--- config.mk ---
export PLATFORM = sky130hd
export DESIGN_NAME = instr_loader_flat
export DESIGN_NICKNAME = d
export VERILOG_FILES = /design/src/rtl/instr_loader_pkg.sv /design/src/rtl/instr_loader_if.sv /design/src/rtl/instr_loader_hold_ctr.sv /design/src/rtl/instr_loader.sv /design/src/flat_wrapper.sv
export SDC_FILE = /design/constraint.sdc
export NUM_CORES = 1
export LEC_CHECK = 0
export BUFFER_PORTS_ARGS = -buffer_cell sky130_fd_sc_hd__buf_4
export CORE_ASPECT_RATIO = 0.6
export CORE_MARGIN = 5
export CORE_UTILIZATION = 33
export DETAILED_ROUTE_END_ITERATION = 16
export PLACE_DENSITY = 0.62
export RECOVER_POWER = 25
export SLEW_MARGIN = 40
export SYNTH_ARGS = -nofsm -noshare
export SYNTH_HDL_FRONTEND = slang
export SYNTH_SLANG_ARGS = --single-unit
--- constraint.sdc ---
create_clock -name Clk -period 3.1 [get_ports Clk]
set_clock_uncertainty 0.1 [all_clocks]
set_input_delay 0.31 -clock Clk [delete_from_list [all_inputs] [get_ports Clk]]
set_output_delay 0.31 -clock Clk [all_outputs]
set_load 0.01 [all_outputs]
--- src/rtl/instr_loader_pkg.sv ---
// Shared definitions for the instruction loader: state codes and parameter defaults.
package instr_loader_pkg;

  localparam int unsigned DATA_WIDTH_DEF     = 32;
  localparam int unsigned RELEASE_CYCLES_DEF = 2;
  localparam int unsigned HOLD_CTR_W         = 4;

  localparam logic [1:0] ST_IDLE = 2'd0;
  localparam logic [1:0] ST_LOAD = 2'd1;
  localparam logic [1:0] ST_HOLD = 2'd2;
  localparam logic [1:0] ST_RUN  = 2'd3;

endpackage

--- src/rtl/instr_loader_if.sv ---
// Loader control, word-stream and instruction-memory signals bundled as one interface.
interface instr_loader_if #(
  parameter int unsigned ADDR_WIDTH = 8,
  parameter int unsigned DATA_WIDTH = 32
) ();

  logic                  Start;
  logic [ADDR_WIDTH:0]   Load_Len;
  logic                  In_Valid;
  logic [DATA_WIDTH-1:0] In_Data;
  logic                  In_Ready;
  logic                  Imem_We;
  logic [ADDR_WIDTH-1:0] Imem_Addr;
  logic [DATA_WIDTH-1:0] Imem_Wdata;
  logic                  Cpu_Reset;
  logic                  Done;
  logic                  Err;

  modport master (
    output Start, Load_Len, In_Valid, In_Data,
    input  In_Ready, Imem_We, Imem_Addr, Imem_Wdata, Cpu_Reset, Done, Err
  );

  modport slave (
    input  Start, Load_Len, In_Valid, In_Data,
    output In_Ready, Imem_We, Imem_Addr, Imem_Wdata, Cpu_Reset, Done, Err
  );

endinterface

--- src/rtl/instr_loader_hold_ctr.sv ---
// Loadable down-counter that times how long the processor stays held after the last write.
module instr_loader_hold_ctr #(
  parameter int unsigned WIDTH = 4
) (
  input  logic             clk,
  input  logic             rst,
  input  logic             load_i,
  input  logic [WIDTH-1:0] load_val_i,
  input  logic             dec_i,
  output logic             tc_o
);

  localparam logic [WIDTH-1:0] ONE = WIDTH'(1);

  logic [WIDTH-1:0] cnt_q, cnt_d;

  always_comb begin
    cnt_d = cnt_q;
    if (load_i) begin
      cnt_d = load_val_i;
    end else if (dec_i && (cnt_q != '0)) begin
      cnt_d = cnt_q - ONE;
    end
  end

  always_ff @(posedge clk or posedge rst) begin
    if (rst) begin
      cnt_q <= '0;
    end else begin
      cnt_q <= cnt_d;
    end
  end

  assign tc_o = (cnt_q == '0);

endmodule

--- src/rtl/instr_loader.sv ---
// Streams a program image into instruction memory, holding the processor in reset
// until the final write has settled, then releases it.
module instr_loader
  import instr_loader_pkg::*;
#(
  parameter int unsigned ADDR_WIDTH     = 8,
  parameter int unsigned DATA_WIDTH     = DATA_WIDTH_DEF,
  parameter int unsigned RELEASE_CYCLES = RELEASE_CYCLES_DEF
) (
  input logic           Clk,
  input logic           Reset,
  instr_loader_if.slave bus
);

  localparam logic [ADDR_WIDTH:0]   DEPTH     = {1'b1, {ADDR_WIDTH{1'b0}}};
  localparam logic [ADDR_WIDTH:0]   IDX_ONE   = (ADDR_WIDTH + 1)'(1);
  localparam logic [HOLD_CTR_W-1:0] HOLD_INIT = HOLD_CTR_W'(RELEASE_CYCLES - 1);

  logic [1:0]            state_q, state_d;
  logic [ADDR_WIDTH:0]   idx_q, idx_d;
  logic [ADDR_WIDTH:0]   len_q, len_d;
  logic                  we_q, we_d;
  logic [ADDR_WIDTH-1:0] addr_q, addr_d;
  logic [DATA_WIDTH-1:0] wdata_q, wdata_d;
  logic                  cpu_rst_q, cpu_rst_d;
  logic                  done_q, done_d;
  logic                  err_q, err_d;

  logic xfer, last, len_ok, hold_load, hold_tc;

  assign xfer   = (state_q == ST_LOAD) && bus.In_Valid;
  assign last   = xfer && (idx_q == (len_q - IDX_ONE));
  assign len_ok = (bus.Load_Len != '0) && (bus.Load_Len <= DEPTH);

  always_comb begin
    state_d   = state_q;
    idx_d     = idx_q;
    len_d     = len_q;
    we_d      = xfer;
    addr_d    = xfer ? idx_q[ADDR_WIDTH-1:0] : addr_q;
    wdata_d   = xfer ? bus.In_Data : wdata_q;
    cpu_rst_d = cpu_rst_q;
    done_d    = done_q;
    err_d     = err_q;
    hold_load = 1'b0;

    unique case (state_q)
      ST_IDLE: begin
        cpu_rst_d = 1'b1;
        done_d    = 1'b0;
        if (bus.Start) begin
          if (len_ok) begin
            len_d   = bus.Load_Len;
            idx_d   = '0;
            err_d   = 1'b0;
            state_d = ST_LOAD;
          end else begin
            err_d = 1'b1;
          end
        end
      end
      ST_LOAD: begin
        if (xfer) begin
          idx_d = last ? '0 : (idx_q + IDX_ONE);
        end
        // The final word goes out on the same edge that enters HOLD, so the
        // hold count starts with that write.
        if (last) begin
          hold_load = 1'b1;
          state_d   = ST_HOLD;
        end
      end
      ST_HOLD: begin
        if (hold_tc) begin
          cpu_rst_d = 1'b0;
          done_d    = 1'b1;
          state_d   = ST_RUN;
        end
      end
      ST_RUN: begin
        if (bus.Start) begin
          if (len_ok) begin
            len_d     = bus.Load_Len;
            idx_d     = '0;
            err_d     = 1'b0;
            cpu_rst_d = 1'b1;
            done_d    = 1'b0;
            state_d   = ST_LOAD;
          end else begin
            err_d = 1'b1;
          end
        end
      end
      default: state_d = ST_IDLE;
    endcase
  end

  always_ff @(posedge Clk or posedge Reset) begin
    if (Reset) begin
      state_q   <= ST_IDLE;
      idx_q     <= '0;
      len_q     <= '0;
      we_q      <= 1'b0;
      addr_q    <= '0;
      wdata_q   <= '0;
      cpu_rst_q <= 1'b1;
      done_q    <= 1'b0;
      err_q     <= 1'b0;
    end else begin
      state_q   <= state_d;
      idx_q     <= idx_d;
      len_q     <= len_d;
      we_q      <= we_d;
      addr_q    <= addr_d;
      wdata_q   <= wdata_d;
      cpu_rst_q <= cpu_rst_d;
      done_q    <= done_d;
      err_q     <= err_d;
    end
  end

  instr_loader_hold_ctr #(
    .WIDTH (HOLD_CTR_W)
  ) u_hold_ctr (
    .clk        (Clk),
    .rst        (Reset),
    .load_i     (hold_load),
    .load_val_i (HOLD_INIT),
    .dec_i      (state_q == ST_HOLD),
    .tc_o       (hold_tc)
  );

  assign bus.In_Ready   = (state_q == ST_LOAD);
  assign bus.Imem_We    = we_q;
  assign bus.Imem_Addr  = addr_q;
  assign bus.Imem_Wdata = wdata_q;
  assign bus.Cpu_Reset  = cpu_rst_q;
  assign bus.Done       = done_q;
  assign bus.Err        = err_q;

endmodule

--- src/flat_wrapper.sv ---
// flat-port wrapper written by rule: the top's interface ports become plain ports
module instr_loader_flat import instr_loader_pkg::*;
#(
  parameter int unsigned ADDR_WIDTH     = 8,
  parameter int unsigned DATA_WIDTH     = DATA_WIDTH_DEF,
  parameter int unsigned RELEASE_CYCLES = RELEASE_CYCLES_DEF
)
  (Clk, Reset, bus_Start, bus_Load_Len, bus_In_Valid, bus_In_Data, bus_In_Ready, bus_Imem_We, bus_Imem_Addr, bus_Imem_Wdata, bus_Cpu_Reset, bus_Done, bus_Err);
  instr_loader_if #(.ADDR_WIDTH(ADDR_WIDTH), .DATA_WIDTH(DATA_WIDTH)) bus_i ();
  input logic Clk;
  input logic Reset;
  input wire logic [$bits(bus_i.Start)-1:0] bus_Start;
  input wire logic [$bits(bus_i.Load_Len)-1:0] bus_Load_Len;
  input wire logic [$bits(bus_i.In_Valid)-1:0] bus_In_Valid;
  input wire logic [$bits(bus_i.In_Data)-1:0] bus_In_Data;
  output wire logic [$bits(bus_i.In_Ready)-1:0] bus_In_Ready;
  output wire logic [$bits(bus_i.Imem_We)-1:0] bus_Imem_We;
  output wire logic [$bits(bus_i.Imem_Addr)-1:0] bus_Imem_Addr;
  output wire logic [$bits(bus_i.Imem_Wdata)-1:0] bus_Imem_Wdata;
  output wire logic [$bits(bus_i.Cpu_Reset)-1:0] bus_Cpu_Reset;
  output wire logic [$bits(bus_i.Done)-1:0] bus_Done;
  output wire logic [$bits(bus_i.Err)-1:0] bus_Err;
  assign bus_i.Start = bus_Start;
  assign bus_i.Load_Len = bus_Load_Len;
  assign bus_i.In_Valid = bus_In_Valid;
  assign bus_i.In_Data = bus_In_Data;
  assign bus_In_Ready = bus_i.In_Ready;
  assign bus_Imem_We = bus_i.Imem_We;
  assign bus_Imem_Addr = bus_i.Imem_Addr;
  assign bus_Imem_Wdata = bus_i.Imem_Wdata;
  assign bus_Cpu_Reset = bus_i.Cpu_Reset;
  assign bus_Done = bus_i.Done;
  assign bus_Err = bus_i.Err;
  instr_loader #(.ADDR_WIDTH(ADDR_WIDTH), .DATA_WIDTH(DATA_WIDTH), .RELEASE_CYCLES(RELEASE_CYCLES)) u_core (.Clk(Clk), .Reset(Reset), .bus(bus_i));
endmodule
# == Word-level counts from Yosys, hierarchy flattened ==
# Cells that the tools add are included.
# totals
word_cells,65
output_inout_bits,45
register_bits,68
input_bits,45
# classes
n_lt_le_gt_ge,1
n_eq_ne,11
n_mux,23
n_addsub,3
reduce_logical,17
# op_table
cell,n
2-to-1 mux 9 bit,4
case mux 9 bit (2 select lines),1
"!= test 2 x 1 -> 1 bit, second input constant",6
AND reduction 4 bit,3
"adder 9 x 1 -> 9 bit, second input constant",1
equality test 9 bit,1
"less-or-equal comparator 9 bit, second input constant",1
2-to-1 mux 1 bit,9
nonzero test 9 bit,1
"subtractor 9 x 1 -> 9 bit, second input constant",1
2-to-1 mux 2 bit,4
2-to-1 mux 4 bit,2
case mux 1 bit (3 select lines),2
case mux 2 bit (3 select lines),1
"equality test 2 bit, second input constant",2
logical AND 1 bit,4
zero test 4 bit,1
nonzero test 2 bit,2
nonzero test 4 bit,1
"subtractor 4 x 1 -> 4 bit, second input constant",1
AND reduction 3 bit,1
nonzero test 3 bit,1
"equality test 2 x 1 -> 1 bit, second input constant",1
zero test 2 bit,1
other kinds (3),3

# == Longest topological paths before layout ==
# Gate-level depths: netlist of run 1.
# depth
word_depth,6
depth_mapped,10

# == Modules after synthesis ==
# Synthesis of run 1 repeated with hierarchy kept, for this count alone.
# unflattened
cells_unflattened,270
area_unflattened_um2,3245.6
# modules_own_cells
mod,cells_each,area_per_inst_um2,instances
instr_loader,242,2984.1,1
instr_loader_hold_ctr,28,261.5,1

# == Worst setup path after synthesis of run 1 ==
# Ideal clock, no wire load.
# synth_timing
path_kind,reg-to-reg
from,reg u_core.len_q[0]
to,reg u_core.idx_q[7]
arrival_ns,2.226
required_ns,2.879
path_stages_with_launch,10
period_less_slack_ns,2.447
path_slack_ns,0.653
path_buffers,0
path_cell_list,dfrtp_1 -> inv_1 -> ha_1 -> nor4b_1 -> xnor2_1 -> a41oi_1 -> a211o_1 -> o21ai_4 -> nor2_1 -> a22o_1
# synth_between
elab_chain_len,6
# synth_rtl
item,line_no,text
"start, declared",instr_loader.sv:21,"logic [ADDR_WIDTH:0] len_q, len_d;"
"start signal, assigned",instr_loader.sv:112,len_q <= len_d;
subtractor 9 x 1 -> 9 bit,instr_loader.sv:32,assign last = xfer && (idx_q == (len_q - IDX_ONE));
equality test 9 bit,instr_loader.sv:32,
logical AND 1 bit,instr_loader.sv:32,
2-to-1 mux 9 bit,instr_loader.sv:64,idx_d = last ? '0 : (idx_q + IDX_ONE);
2-to-1 mux 9 bit,instr_loader.sv:63,if (xfer) begin
case mux 9 bit (2 select lines),instr_loader.sv:47,unique case (state_q)
"end signal, assigned",instr_loader.sv:111,idx_q <= idx_d;
"end, declared",instr_loader.sv:20,"logic [ADDR_WIDTH:0] idx_q, idx_d;"
# No other way between the ends. The select of a mux whose other input is x is not followed.
# A chain may end at the register's enable or synchronous reset.

# == Worst setup path in the final report of run 1 ==
# layout_timing
from,reg u_core.len_q[0]
to,reg u_core.idx_q[6]
# Same word-level chain as after synthesis.

==> metrics, run 1 <==
Final min period 2.77 ns; Static Leak 2.00 nW; layout net count 420; Slowest-stage cell, CP dfrtp_1; effective utilization at floorplan 34.3%; Max IR drop VDD 325 uV; share of cells above drive strength 1 42.7%; Post-synth EDFFs 0; Critical Path Start Type register; aggregate routed wire length 7370 um; Yosys cell types 47; final hold violations 0; # hold bufs at CTS 1; GPL Wtd Cong 0.770; Design Power 0.00421 W; critical path, cell by cell inv_1 -> ha_1 -> nor4b_1 -> xnor2_1 -> a41oi_1 -> a211o_1 -> o21ai_4 -> nor2_1 -> a22o_1; die area 11800 sq um; P per Cell Area 973 nW/um^2; die height 86.3 um; Worst R2R Path Depth 9; clk sinks 68; number of I/O pins 90; setup_tns 0 ns; critical path peak fanout 9; final period utilization 89.2%; CTS buffer count 9; die width 137 um; gr usage total 12.9%; Critical Path RT 3.21 ns; Worst Path Buf+Inv 1; largest net degree at the start of global routing 69; antenna cell count 0; site row count 27; clk slew on worst S/H paths 0.05 ns; WHS Path Cells 3; Max clock buf depth 2; CTS tree built; H-tree depth 3; first-pass GRT wire length 12000 um; initial antenna violation count 0; Synth top area share 52.4%; Slowest Stage Delay on Critical Path 0.42 ns; prevailing post-synth register cell dfrtp_1; Yosys reg bits 68; Post-synth top cells dfrtp_1, mux2_2, nor2_1, nand2_1, inv_1; Syn Inst Count 271; Min-Delay Path Class in -> reg; CP Capture Type register; CP top delay family compound AO/OA/AOI/OAI gates; net count after synthesis 324; Setup Viol. Count Final 0; Area Overhead vs Synth 35.3%; number of global-route vias before repair 2315; Mapped Area 3200 sq um; measured slew at the worst slew-check pin 1.70 ns; fraction of registers with async set/reset 100%; drt first pass iters 4; Root Buffer Master clkbuf_16; FMAX 362 MHz; via count 2335; 1st-iter DRT viols 99; Core Region 9320 sq um; DR DRC count 0; Setup Crit Path Kind reg -> reg; sequential share of the synthesized area 53.2%; status complete, but fails checks; area leader, netlist dfrtp_1; top-count cell post-synth dfrtp_1; setup repair after global routing missed its margin no; grt ovf 0; insertion delay to the later sink of the worst-skew pair 0.32 ns; WL per Instance 14.7 um; Syn. warnings 0; count of pins over their slew limit 69; Avg Inst Size Synth 11.8 sq um; Area contributors post-synth dfrtp_1, mux2_2, ha_1, xnor2_1, nor2_1; PostCTS Resize Cnt 0; Worst slew margin -13.1%; setup bufs post-CTS 0; DRT antenna net count 0; vias per inst 4.65; cell depth of the worst setup path 9; DP Wirelength 5430 um; Worst Path Arrival 2.87 ns; failing checks capacitance limit, slew limit; Max Cap Viol 1; port bufs 89
==> state kept, by name, summed over array words and instances (netlist names) <==
signal                   flops
u_core.bus.Err               1
u_core.u_hold_ctr.cnt_q      4
u_core.bus.Imem_Addr         8
u_core.idx_q                 9
u_core.len_q                 9
u_core.bus.Imem_We           1
u_core.state_q               2
u_core.bus.Cpu_Reset         1
u_core.bus.Done              1
u_core.bus.Imem_Wdata       32
==> path summary, 6_finish.rpt <==
kind	from	end	slack [ns]
worst max-delay path	u_core.len_q[0]	u_core.idx_q[6]	0.33
worst min-delay path	bus_Load_Len[0]	u_core.len_q[0]	0.10
worst max register to register	u_core.len_q[0]	u_core.idx_q[6]	0.33
worst min register to register	u_core.bus.Err	u_core.bus.Err	0.39
max in group asynchronous	Reset	u_core.len_q[4]	0.85
min in group asynchronous	Reset	u_core.bus.Imem_Wdata[26]	1.05
==> placed cells by master (no fill, tap or decap), types with 3 or more instances in the layout <==
cell type	synthesis	layout
and3_1	4	4
nor2_1	18	17
clkbuf_16	0	9
nor4_1	3	3
mux2_2	46	46
or3_1	5	5
xor2_1	3	3
a22o_1	5	5
buf_4	0	90
ha_1	8	8
a21oi_1	7	7
xnor2_1	11	11
nor2b_1	4	4
dfrtp_1	67	67
o21ai_0	8	8
nand2_1	14	14
a31oi_1	3	3
inv_1	13	13
clkbuf_1	6	3
nand3_1	3	3
o21ai_1	6	6
nor3_1	4	4
==> per-layer routing <==
metal / up-vias / wire length, um / global-route usage [%]
li1: 1153 / - / -
met1: 1102 / 3710 / 18.7
met2: 75 / 3000 / 17.7
met3: 5 / 615 / 5.63
met4: 0 / 44 / 2.45
met5: - / 0 / 0
==> layout make-up <==
type,instances,area [sq um]
Timing Repair Buffer,93,698
Sequential cell,68,1700
Clock inverter,2,35.0
Clock buffer,14,264
Tap cell,130,163
Inverter,14,52.6
Multi-Input combinational cell,181,1420
Fill cell,907,4990
==> where the power goes <==
group | internal [W] | switching (W)
combinational | 0.000891 | 0.000795
clock | 0.000666 | 0.000351
sequential | 0.00124 | 0.000269
total | 0.00280 | 0.00141
==> worst reg2reg max path, delay by kind of cell, from the launching register on <==
family	cells	cell delay, ns
AOI/OAI and AO/OA	4	1.08
and+or+nand+nor	2	0.49
DFF	1	0.42
adders and majority gates	1	0.29
xor gates and xnor gates	1	0.16
buffers and inverters	1	0.09
==> logic make-up (layout without fill, tap and decap cells) <==
kind of cell	Yosys count	after routing	synth area share, %
flops	68	68	53.2
simple gates	66	66	10.9
mux	47	47	16.5
compound gates	46	46	9.77
buf+inv	22	123	2.66
xor+xnor	14	14	3.83
fa+ha+maj	8	8	3.13
==> metrics by stage <==
step / setup slack, ns / hold slack (ns) / utilization, % / cells / instance area [sq um]
after floorplan: 0.653 / 0.327 / - / 271 / 3200
after global placement: 0.417 / 0.325 / 43.3 / 485 / 4030
after detailed placement: 0.363 / 0.329 / 43.3 / 485 / 4030
after CTS: 0.346 / 0.0895 / 46.6 / 502 / 4340
after global routing: 0.135 / 0.0963 / 46.4 / 502 / 4330
final: 0.334 / 0.105 / 46.4 / 502 / 4330
No activity file was read; power rests on OpenSTA's default activity.
==> run 2: changes to the inputs <==
clock period = 3.5 ns   (was 3.1 ns; I/O delays follow)
==> run 2 against run 1 <==
  * Routed wire length up 2.5%
  * Cell area down 0.32%
  * Critical path depth unchanged
  * The flow now finishes without violations
  * Largest cell class unchanged
  * Non-clock buffer count down 1
  * Core utilization down 0.15 points
==> metrics, run 2 (same netlist as run 1, synthesis figures left out) <==
Layout fillers 892; final period utilization 79.7%; effective utilization at floorplan 34.3%; Worst Path Arrival 2.90 ns; initial antenna violation count 0; FMAX 359 MHz; CP Capture Type register; Seq. cell area 1700 sq um; CP top delay family compound AO/OA/AOI/OAI gates; number of global-route vias before repair 2398; Core Region 9320 sq um; final core occ 46.3%; Area Overhead vs Synth 34.9%; DP Wirelength 5630 um; CTS buffer count 9; vias per inst 4.69; Worst Path Buf+Inv 1; Critical Path RT 3.61 ns; P per Cell Area 855 nW/um^2; Max IR drop VDD 290 uV; drt first pass iters 4; Design Power 0.00369 W; site row count 27; WL per Instance 15.1 um; GPL Wtd Cong 0.801; Slowest Stage Delay on Critical Path 0.43 ns; DP Worst Slack 0.716 ns; die width 137 um; Min-Delay Path Class in -> reg; die area 11800 sq um; largest net degree at the start of global routing 42; number of I/O pins 90; first-pass GRT wire length 12200 um; DR DRC count 0; final hold violations 0; layout net count 419; max reg flops 32; Static Leak 1.99 nW; Critical Path Start Type register; insertion delay to the later sink of the worst-skew pair 0.32 ns; antenna cell count 0; share of cells above drive strength 1 42.6%; via count 2348; clk sinks 68; 1st-iter DRT viols 101; H-tree depth 3; port bufs 89; Setup Crit Path Kind reg -> reg; Hold WS 0.140 ns; setup bufs post-CTS 0; count of pins over their slew limit 0; Root Buffer Master clkbuf_16; Setup Viol. Count Final 0; status finished, final reports clean; grt ovf 0; gr usage total 13.1%; multi-input logic area 1410 sq um; commonest non-fill, non-tap cell in the layout buf_4; critical path, cell by cell inv_1 -> ha_1 -> nor4b_1 -> xnor2_1 -> a41oi_1 -> a211o_1 -> o21ai_4 -> nor2_1 -> a22o_1; PostCTS Resize Cnt 0; setup_tns 0 ns; most frequent cells in the layout buf_4, dfrtp_1, mux2_2; CTS tree built; clk slew on worst S/H paths 0.05 ns; setup repair after global routing missed its margin no; aggregate routed wire length 7560 um; DRT antenna net count 0; Worst slew margin 16.0%; critical path peak fanout 9; setup ws final 0.712 ns; Max Cap Viol 0; # hold bufs at CTS 0; Slowest-stage cell, CP dfrtp_1; Final min period 2.79 ns; measured slew at the worst slew-check pin 1.26 ns; die height 86.3 um; Max clock buf depth 2
## run 2: cell types whose count changed in the layout (fill, tap and decap cells not counted)
cell / delta
buf_12: +1
bufinv_16: -1
clkbuf_2: -1
clkbuf_8: +1
dlygate4sd3_1: -1
nor2_1: +1
nor2_2: -1
## run 2: report_power, final
| part | internal (W) | switching, W |
|---|---|---|
| combinational | 0.000791 | 0.000713 |
| sequential | 0.00110 | 0.000240 |
| clock | 0.000537 | 0.000312 |
## run 2: routing by layer
metal / up-vias / GRT usage [%] / part of all wire [%]
li1: 1156 / - / -
met1: 1117 / 18.7 / 51
met2: 68 / 18.0 / 40
met3: 7 / 5.51 / 7.7
met4: 0 / 3.80 / 1.0
met5: - / 0 / 0
## run 2: worst paths after layout
check,startpoint,endpoint,slack [ns],cells past startpoint
worst max register to register,u_core.len_q[0],u_core.idx_q[6],0.71,9
min in group asynchronous,Reset,u_core.bus.Imem_Wdata[26],0.27,2
worst max-delay path,u_core.len_q[0],u_core.idx_q[6],0.71,9
worst min register to register,u_core.bus.Err,u_core.bus.Err,0.40,2
max in group asynchronous,Reset,u_core.len_q[0],2.21,3
worst min-delay path,bus_Load_Len[7],u_core.len_q[7],0.14,3
## run 2: area by class of cell
class	count	area share, %
clock inverters	1	0.116
inverters	14	1.22
flip-flops and latches	68	39.4
well taps	130	3.77
multi-input cells	181	32.7
repair buffers	92	16.3
clock buffers	15	6.43
## run 2: tightest hold or removal path: stages
cell and delay [ns]:
buf_4 0.08, nand2_1 0.03, o21ai_0 0.06
## run 2: through the flow
stage | cells | instance area, sq um
after floorplan | 271 | 3200
after global placement | 485 | 4030
after detailed placement | 485 | 4030
after CTS | 501 | 4320
after global routing | 501 | 4320
final | 501 | 4320
